<file path="config.mk">
export PLATFORM = sky130hd
export DESIGN_NAME = video_pattern_gen
export DESIGN_NICKNAME = d
export VERILOG_FILES = /design/src/rtl/video_pattern_gen.sv
export SDC_FILE = /design/constraint.sdc
export NUM_CORES = 1
export LEC_CHECK = 0
export BUFFER_PORTS_ARGS = -buffer_cell sky130_fd_sc_hd__clkbuf_2
export CAP_MARGIN = 20
export CORE_ASPECT_RATIO = 0.75
export CORE_MARGIN = 4
export CORE_UTILIZATION = 45
export CTS_CLUSTER_SIZE = 25
export DETAILED_ROUTE_END_ITERATION = 8
export GPL_ROUTABILITY_DRIVEN = 0
export PLACE_DENSITY = 0.72
export SLEW_MARGIN = 10
export SYNTH_ARGS = -nofsm -noshare
export SYNTH_HDL_FRONTEND = slang
export SYNTH_SLANG_ARGS = --single-unit
</file>
<file path="constraint.sdc">
create_clock -name pixclk -period 3.3 [get_ports pixclk]
set_clock_uncertainty 0.1 [all_clocks]
set_input_delay 0.165 -clock pixclk [delete_from_list [all_inputs] [get_ports pixclk]]
set_output_delay 0.165 -clock pixclk [all_outputs]
set_load 0.01 [all_outputs]
</file>
<file path="src/rtl/video_pattern_gen.sv">
// video_pattern_gen
//   Programmable video timing generator with selectable RGB test patterns.
//   All outputs are registered one cycle after the raster counters (xc, yc)
//   and are mutually aligned. Pattern mode and moving-bar position change
//   only at the frame boundary.
//
// Ports:
//   pixclk       in   pixel clock, rising edge
//   rst_n        in   asynchronous active-low reset
//   mode         in   requested pattern (0 solid, 1 bars, 2 gradient,
//                     3 checkerboard, 4 moving bar, 5-7 black)
//   solid_rgb    in   {R,G,B} colour for mode 0, sampled every cycle
//   hsync/vsync  out  sync outputs, asserted level set by HS_POL/VS_POL
//   de           out  data enable (active area)
//   red/green/blue out pixel colour, forced to 0 outside the active area
//   x, y         out  raster position for this output cycle
//   frame_start  out  one-cycle pulse with the (0,0) output cycle
module video_pattern_gen #(
  parameter int H_ACTIVE = 640,
  parameter int H_FP     = 16,
  parameter int H_SYNC   = 96,
  parameter int H_BP     = 48,
  parameter int V_ACTIVE = 480,
  parameter int V_FP     = 10,
  parameter int V_SYNC   = 2,
  parameter int V_BP     = 33,
  parameter int HS_POL   = 1,
  parameter int VS_POL   = 1,
  parameter int CW       = 12,
  parameter int BPC      = 8,
  parameter int CHK_LOG2 = 5
) (
  input  logic             pixclk,
  input  logic             rst_n,
  input  logic [2:0]       mode,
  input  logic [3*BPC-1:0] solid_rgb,
  output logic             hsync,
  output logic             vsync,
  output logic             de,
  output logic [BPC-1:0]   red,
  output logic [BPC-1:0]   green,
  output logic [BPC-1:0]   blue,
  output logic [CW-1:0]    x,
  output logic [CW-1:0]    y,
  output logic             frame_start
);

  typedef enum logic [2:0] {
    PAT_SOLID = 3'd0,
    PAT_BARS  = 3'd1,
    PAT_GRAD  = 3'd2,
    PAT_CHECK = 3'd3,
    PAT_MBAR  = 3'd4
  } pattern_e;

  localparam int H_TOTAL = H_ACTIVE + H_FP + H_SYNC + H_BP;
  localparam int V_TOTAL = V_ACTIVE + V_FP + V_SYNC + V_BP;
  // Wider arithmetic for the bar so bar_pos+16 never overflows CW bits.
  localparam int BW      = CW + 5;

  localparam logic [CW-1:0] H_ACT  = CW'(H_ACTIVE);
  localparam logic [CW-1:0] HS_BEG = CW'(H_ACTIVE + H_FP);
  localparam logic [CW-1:0] HS_END = CW'(H_ACTIVE + H_FP + H_SYNC);
  localparam logic [CW-1:0] H_LAST = CW'(H_TOTAL - 1);
  localparam logic [CW-1:0] V_ACT  = CW'(V_ACTIVE);
  localparam logic [CW-1:0] VS_BEG = CW'(V_ACTIVE + V_FP);
  localparam logic [CW-1:0] VS_END = CW'(V_ACTIVE + V_FP + V_SYNC);
  localparam logic [CW-1:0] V_LAST = CW'(V_TOTAL - 1);
  localparam logic [CW-1:0] BAR_W  = CW'(H_ACTIVE / 8);
  localparam logic [BW-1:0] H_ACT_W = BW'(H_ACTIVE);
  localparam logic          HS_ON  = (HS_POL != 0);
  localparam logic          VS_ON  = (VS_POL != 0);

  logic [CW-1:0]  xc_q, xc_d, yc_q, yc_d;
  logic [2:0]     mode_q, mode_d;
  logic [CW-1:0]  bar_pos_q, bar_pos_d;
  logic           hsync_q, hsync_d, vsync_q, vsync_d, de_q, de_d;
  logic           frame_start_q, frame_start_d;
  logic [BPC-1:0] red_q, red_d, green_q, green_d, blue_q, blue_d;
  logic [CW-1:0]  x_q, x_d, y_q, y_d;

  logic           line_end, frame_end, active;
  logic [BW-1:0]  bar_sum, xw, bw;
  logic [CW-1:0]  bar_div;
  logic [2:0]     bar_idx, bar_on;
  logic [BPC-1:0] pr, pg, pb;

  // Raster counters, frame-boundary mode latch and bar position.
  always_comb begin
    line_end  = (xc_q == H_LAST);
    frame_end = line_end && (yc_q == V_LAST);
    xc_d      = line_end ? '0 : xc_q + CW'(1);
    yc_d      = yc_q;
    if (line_end) begin
      yc_d = (yc_q == V_LAST) ? '0 : yc_q + CW'(1);
    end
    mode_d    = frame_end ? mode : mode_q;
    bar_sum   = BW'(bar_pos_q) + BW'(4);
    bar_pos_d = bar_pos_q;
    if (frame_end) begin
      bar_pos_d = (bar_sum >= H_ACT_W) ? CW'(bar_sum - H_ACT_W) : CW'(bar_sum);
    end
  end

  // Pattern generation from the current counters.
  always_comb begin
    active  = (xc_q < H_ACT) && (yc_q < V_ACT);
    bar_div = xc_q / BAR_W;
    bar_idx = (bar_div > CW'(7)) ? 3'd7 : bar_div[2:0];
    // {R,G,B} on/off per bar: white, yellow, cyan, green, magenta, red, blue, black
    case (bar_idx)
      3'd0:    bar_on = 3'b111;
      3'd1:    bar_on = 3'b110;
      3'd2:    bar_on = 3'b011;
      3'd3:    bar_on = 3'b010;
      3'd4:    bar_on = 3'b101;
      3'd5:    bar_on = 3'b100;
      3'd6:    bar_on = 3'b001;
      default: bar_on = 3'b000;
    endcase
    xw = BW'(xc_q);
    bw = BW'(bar_pos_q);
    pr = '0;
    pg = '0;
    pb = '0;
    case (mode_q)
      PAT_SOLID: {pr, pg, pb} = solid_rgb;
      PAT_BARS: begin
        pr = {BPC{bar_on[2]}};
        pg = {BPC{bar_on[1]}};
        pb = {BPC{bar_on[0]}};
      end
      PAT_GRAD: begin
        pr = BPC'(xc_q);
        pg = BPC'(xc_q);
        pb = BPC'(xc_q);
      end
      PAT_CHECK: begin
        if (xc_q[CHK_LOG2] ^ yc_q[CHK_LOG2]) begin
          pr = '1;
          pg = '1;
          pb = '1;
        end
      end
      PAT_MBAR: begin
        // Bar clips naturally at the active edge because blanking gates it.
        if ((xw >= bw) && (xw < bw + BW'(16))) begin
          pr = '1;
          pg = '1;
          pb = '1;
        end
      end
      default: ;
    endcase
  end

  // Registered output stage, one cycle behind the counters.
  always_comb begin
    de_d          = active;
    hsync_d       = ((xc_q >= HS_BEG) && (xc_q < HS_END)) ? HS_ON : ~HS_ON;
    vsync_d       = ((yc_q >= VS_BEG) && (yc_q < VS_END)) ? VS_ON : ~VS_ON;
    red_d         = active ? pr : '0;
    green_d       = active ? pg : '0;
    blue_d        = active ? pb : '0;
    x_d           = xc_q;
    y_d           = yc_q;
    frame_start_d = (xc_q == '0) && (yc_q == '0);
  end

  always_ff @(posedge pixclk or negedge rst_n) begin
    if (!rst_n) begin
      xc_q          <= '0;
      yc_q          <= '0;
      mode_q        <= '0;
      bar_pos_q     <= '0;
      hsync_q       <= ~HS_ON;
      vsync_q       <= ~VS_ON;
      de_q          <= 1'b0;
      red_q         <= '0;
      green_q       <= '0;
      blue_q        <= '0;
      x_q           <= '0;
      y_q           <= '0;
      frame_start_q <= 1'b0;
    end else begin
      xc_q          <= xc_d;
      yc_q          <= yc_d;
      mode_q        <= mode_d;
      bar_pos_q     <= bar_pos_d;
      hsync_q       <= hsync_d;
      vsync_q       <= vsync_d;
      de_q          <= de_d;
      red_q         <= red_d;
      green_q       <= green_d;
      blue_q        <= blue_d;
      x_q           <= x_d;
      y_q           <= y_d;
      frame_start_q <= frame_start_d;
    end
  end

  assign hsync       = hsync_q;
  assign vsync       = vsync_q;
  assign de          = de_q;
  assign red         = red_q;
  assign green       = green_q;
  assign blue        = blue_q;
  assign x           = x_q;
  assign y           = y_q;
  assign frame_start = frame_start_q;

endmodule

</file>
; ---- Word-level counts from Yosys, hierarchy flattened
; Index checks and enable logic that the tools add are counted.
[op_classes]
n_eq_ne = 12
n_lt_le_gt_ge = 10
addsub = 5
div = 1
reduce_logical = 10
muxes = 15
n_bitwise = 1
[ops]
columns = operator, n
row1 = $pmux W8 S5, 3
row2 = $mux W8, 5
row3 = $mux W12, 3
row4 = $add A12 B1 Y12 const B, 2
row5 = $eq A12 B10 Y1 const B, 2
row6 = $logic_not A12 Y1, 2
row7 = $lt A12 B10 Y1 const B, 2
row8 = $lt A12 B9 Y1 const B, 2
row9 = $pmux W3 S7, 1
row10 = $add A12 B3 Y13 const B, 1
row11 = $add A12 B5 Y13 const B, 1
row12 = $ge A13 B10 Y1 const B, 1
row13 = $lt A12 B13 Y1, 1
row14 = $div A12 B7 Y12 const B, 1
row15 = $eq A3 B2 Y1 const B, 4
row16 = $eq A3 B3 Y1 const B, 4
row17 = $ge A12 B10 Y1 const B, 1
row18 = $ge A12 B12 Y1, 1
row19 = $ge A12 B9 Y1 const B, 1
row20 = $gt A12 B3 Y1 const B, 1
row21 = $sub A12 B10 Y12 const B, 1
row22 = $eq A3 B1 Y1 const B, 2
row23 = $logic_and A1 B1 Y1, 6
row24 = $logic_not A3 Y1, 2
row25 = other kinds (3), 4
[word_totals]
input_bits = 29
word_cells = 67
register_bits = 91
output_inout_bits = 52

; ---- Logic depth before layout (Yosys ltp)
[logic_depth]
ltp_word = 7
ltp_mapped = 13
ltp_nobuf = 12

; ---- Least setup slack after synthesis
; Ideal clock, no wire load.
[synth_path]
path_type = reg-to-reg
startpoint = register bar_pos_q[4]
endpoint = register blue_q[7] (netlist: blue[7])
setup_time_ns = 0.074
period_less_slack_ns = 2.798
path_stages_with_launch = 14
path_buffers = 1
arrival_time_ns = 2.624
slack_ns = 0.502
path_cell_list = dfrtp_1 -> ha_1 -> nand3_1 -> nor2_1 -> xnor2_1 -> ha_1 -> nand2_1 -> nor2_1 -> a211oi_1 -> a211oi_1 -> a311oi_2 -> buf_2 -> a221oi_1 -> a21oi_2
[synth_via]
elab_chain_len = 6
word_cells_on_any_way = 7
cone_classes = 1 x add/sub / 2 x order compare / 3 x mux / 1 x reduce/logical
[synth_rtl]
columns = element, line_no
row1 = from (decl), 76  ; logic [CW-1:0] bar_pos_q, bar_pos_d;
row2 = from (signal assigned), 189  ; bar_pos_q <= bar_pos_d;
row3 = $add A12 B5 Y13, 147  ; if ((xw >= bw) && (xw < bw + BW'(16))) begin
row4 = $lt A12 B13 Y1, 147
row5 = $logic_and A1 B1 Y1 (*), 147
row6 = $mux W8 (*), 147
row7 = $pmux W8 S5 (*), 126  ; case (mode_q)
row8 = $mux W8 (*), 164  ; blue_d = active ? pb : '0;
row9 = via blue_d[7], 79  ; logic [BPC-1:0] red_q, red_d, green_q, green_d, blue_q, blue_d;
row10 = to (signal assigned), 195  ; blue_q <= blue_d;
row11 = to (decl), 79
; The timed path passes the listed nets; every way through them passes the cells marked *.
; A chain may end at the register's enable or synchronous reset.

; ---- Final worst setup path
[layout_path]
startpoint = register bar_pos_q[4]
endpoint = register blue_q[3] (netlist: blue[3])
; Same word-level chain as after synthesis.

==> results.toml <==
[clocking]
clkTransAtPathRegs_ns = 0.07
cts_buffer_depth = 2
clkLatencyLatePin_ns = 0.35
cts_buffers = 9
cts-root-buf = "clkbuf_16"
clkSinkCount = 89
htreeDepth = 3
cts_tree = "built"

[route]
ant_nets = 0
viasPerCell = 5.79
dr.max_layer_used = "met4"
m1WireLength_um = 5740
dr.pass1.iters = 5
vias = 4189
wl_met3_um = 969
finalWirelength_um = 12700
wl_met2_um = 5750
wire_per_inst_um = 17.5
drc = 0
drt_iter0_markers = 392

[worst_setup_path]
rr_worst_depth = 13
cp-end-kind = "flip-flop"
r2r-start = "bar_pos_q[4]"
reg2reg_to = "blue[3]"
cp_max_fo = 16
worstSetupPathType = "flip-flop to flip-flop"
crit_arrival_ns = 3.11
crit_required_ns = 3.42
crit_start = "bar_pos_q[4]"
worstSetupEndpoint = "blue[3]"
ff2ff_setup_slack_ns = 0.31
start_kind = "flip-flop"

[logic_synthesis]
synth-seq-cells = 89
yosys_warnings = 0
yosysSeqAreaShare = 0.464
synth_top_area_cell = "dfrtp_1"
syn_inst = 484
synth_common_cells = "89 x dfrtp_1, 38 x nand2_1, 32 x nor2_1"
yosysMostFrequentCell = "dfrtp_1"
ys.flop_type = "dfrtp_1"
syn_nets = 539
synth_top_area_frac = 0.464
syn_avg_cell_area_um2 = 9.91
yosys-top-cells-area = "dfrtp_1 46%, ha_1 6.8%, xnor2_1 5.3%"
synth-edff-count = 0
synth_area_mm2 = 0.00480
ys_types = 67
synthArstFlopShare = 1.00

[global_route]
grt_overflow = 0
grt_max_degree = 89
antenna_found_initial = 0
grt_pass1_vias = 4123
track_usage = 0.214
grt_pass1_wl_um = 21400

[sta]
rsz0062_at_grt = "no"
setup_slack_ns = 0.307
finalSetupTns_ns = 0
worst_pin_slew_ns = 0.631
finalHoldViolCount = 0
period_share = 0.907
holdWs_ns = 0.0220
clock.fmax_ghz = 0.334
slew_headroom = 0.576
final_max_slew_viol_count = 0
min_period_ns = 2.99
setup_violations = 0

[die]
fp-row-count = 32
initial_core_util = 0.465
die_h_um = 97.4
core_area_mm2 = 0.0103
io_pins = 81
die_w_um = 127
fp.dieArea_mm2 = 0.0124

[placement]
hpwl_um = 9250
io_buffers = 80
dp_cells = 701
pre_cts_slack_ns = 0.0238

[power]
p_leak_nw = 2.60
peakVddDrop_mv = 0.240
power_density_mw_per_mm2 = 359
report.power.total_mw = 2.10

[cells_and_area]
area_growth_pct = 21.8
finalNonFillerCells = 724
num_antenna_cells = 0
fin_nets = 638
drive_gt1_frac = 0.243

[hold_path]
holdCritPathClass = "input pin to flip-flop"

[run]
drv_cap = 0

[outcome]
outcome = "completed"
-- timing repair --
item,4_1_cts,5_1_grt
endpoints found under the setup margin,11,17
buffers inserted,0,2
hold endpoints to repair,90,0
hold buffers,4,0
pin swaps,0,1
resized for setup,1,0
-- cell usage in the layout, fill, tap and decap left out, types with 5 or more instances in the layout --
cell type	Yosys	final
a21oi_1	26	26
a221oi_1	16	16
a22oi_1	9	9
a31oi_1	5	5
and3_1	6	6
buf_4	1	29
clkbuf_16	0	9
clkbuf_2	0	79
dfrtp_1	89	89
ha_1	26	26
inv_1	27	27
nand2_1	38	38
nand2b_1	6	6
nand3_1	21	21
nand4_1	10	10
nor2_1	32	32
nor2b_1	5	5
nor3_1	7	7
o21ai_0	26	26
o31ai_1	6	6
xnor2_1	29	29
xor2_1	7	7
-- worst max-delay path, cell delays in order, from the launching register on --
cell and delay [ns]:
dfrtp_1 0.45, ha_1 0.24, nand3_1 0.12, nor2_1 0.07, xnor2_1 0.12, ha_1 0.30, nand4_1 0.09, a21oi_1 0.13
o41ai_1 0.09, a211oi_1 0.41, a311oi_4 0.07, buf_12 0.19, a221oi_1 0.34, a21oi_1 0.13
-- registers in the layout, indices dropped and copies added (netlist names), 8 cells and up --
name and count:
x 12, x_d 12, y 12, y_d 12
blue 8, bar_pos_q 10, green 8, red 8
-- cell families (layout without fill, tap and decap cells) --
family	count (synthesis)	count (layout)	share of synthesized area
DFF	89	89	0.464
and+or+nand+nor	158	158	0.177
muxes	3	3	0.00652
xor gates and xnor gates	36	36	0.0657
adders and majority gates	27	27	0.0701
AOI/OAI and AO/OA	118	118	0.172
buffers and inverters	53	157	0.0451
-- final cells by class --
cell class	count	area [um^2]
Clock buffer	10	229
Inverter	27	101
Tap cell	136	170
Timing Repair Buffer	114	701
Clock inverter	6	51.3
Sequential cell	89	2230
Multi-Input combinational cell	342	2370
Fill cell	909	4480
-- power by group --
| part | internal [mW] | switching (mW) |
|---|---|---|
| Sequential | 1.09 | 0 |
| Combinational | 0.0192 | 0.0273 |
| Clock | 0.520 | 0.443 |
-- worst min-delay path by stage --
stage	endpoint	cells past startpoint	start	slack (ns)
final	blue[0]	3	solid_rgb[0]	0.02
after global routing	green[0]	3	solid_rgb[8]	0.04
after CTS	green[3]	3	solid_rgb[11]	0.02
after detailed placement	mode_q[1]	3	mode[1]	0.28
after global placement	mode_q[1]	3	mode[1]	0.27
after floorplan	bar_pos_q[10]	0	rst_n	-0.23
-- per-layer routing --
layer / vias to the layer above / GRT usage
met5: - / 0
met1: 2030 / 0.308
met3: 24 / 0.0560
met4: 0 / 0.0660
met2: 191 / 0.317
li1: 1944 / -
-- per-stage QoR --
stage	utilization	cell area [um^2]
floorplan	-	4800
global placement	0.528	5460
detailed placement	0.528	5460
CTS	0.561	5790
global route	0.566	5850
finish	0.566	5850
Note: power is estimated with default switching activity, not from simulation.
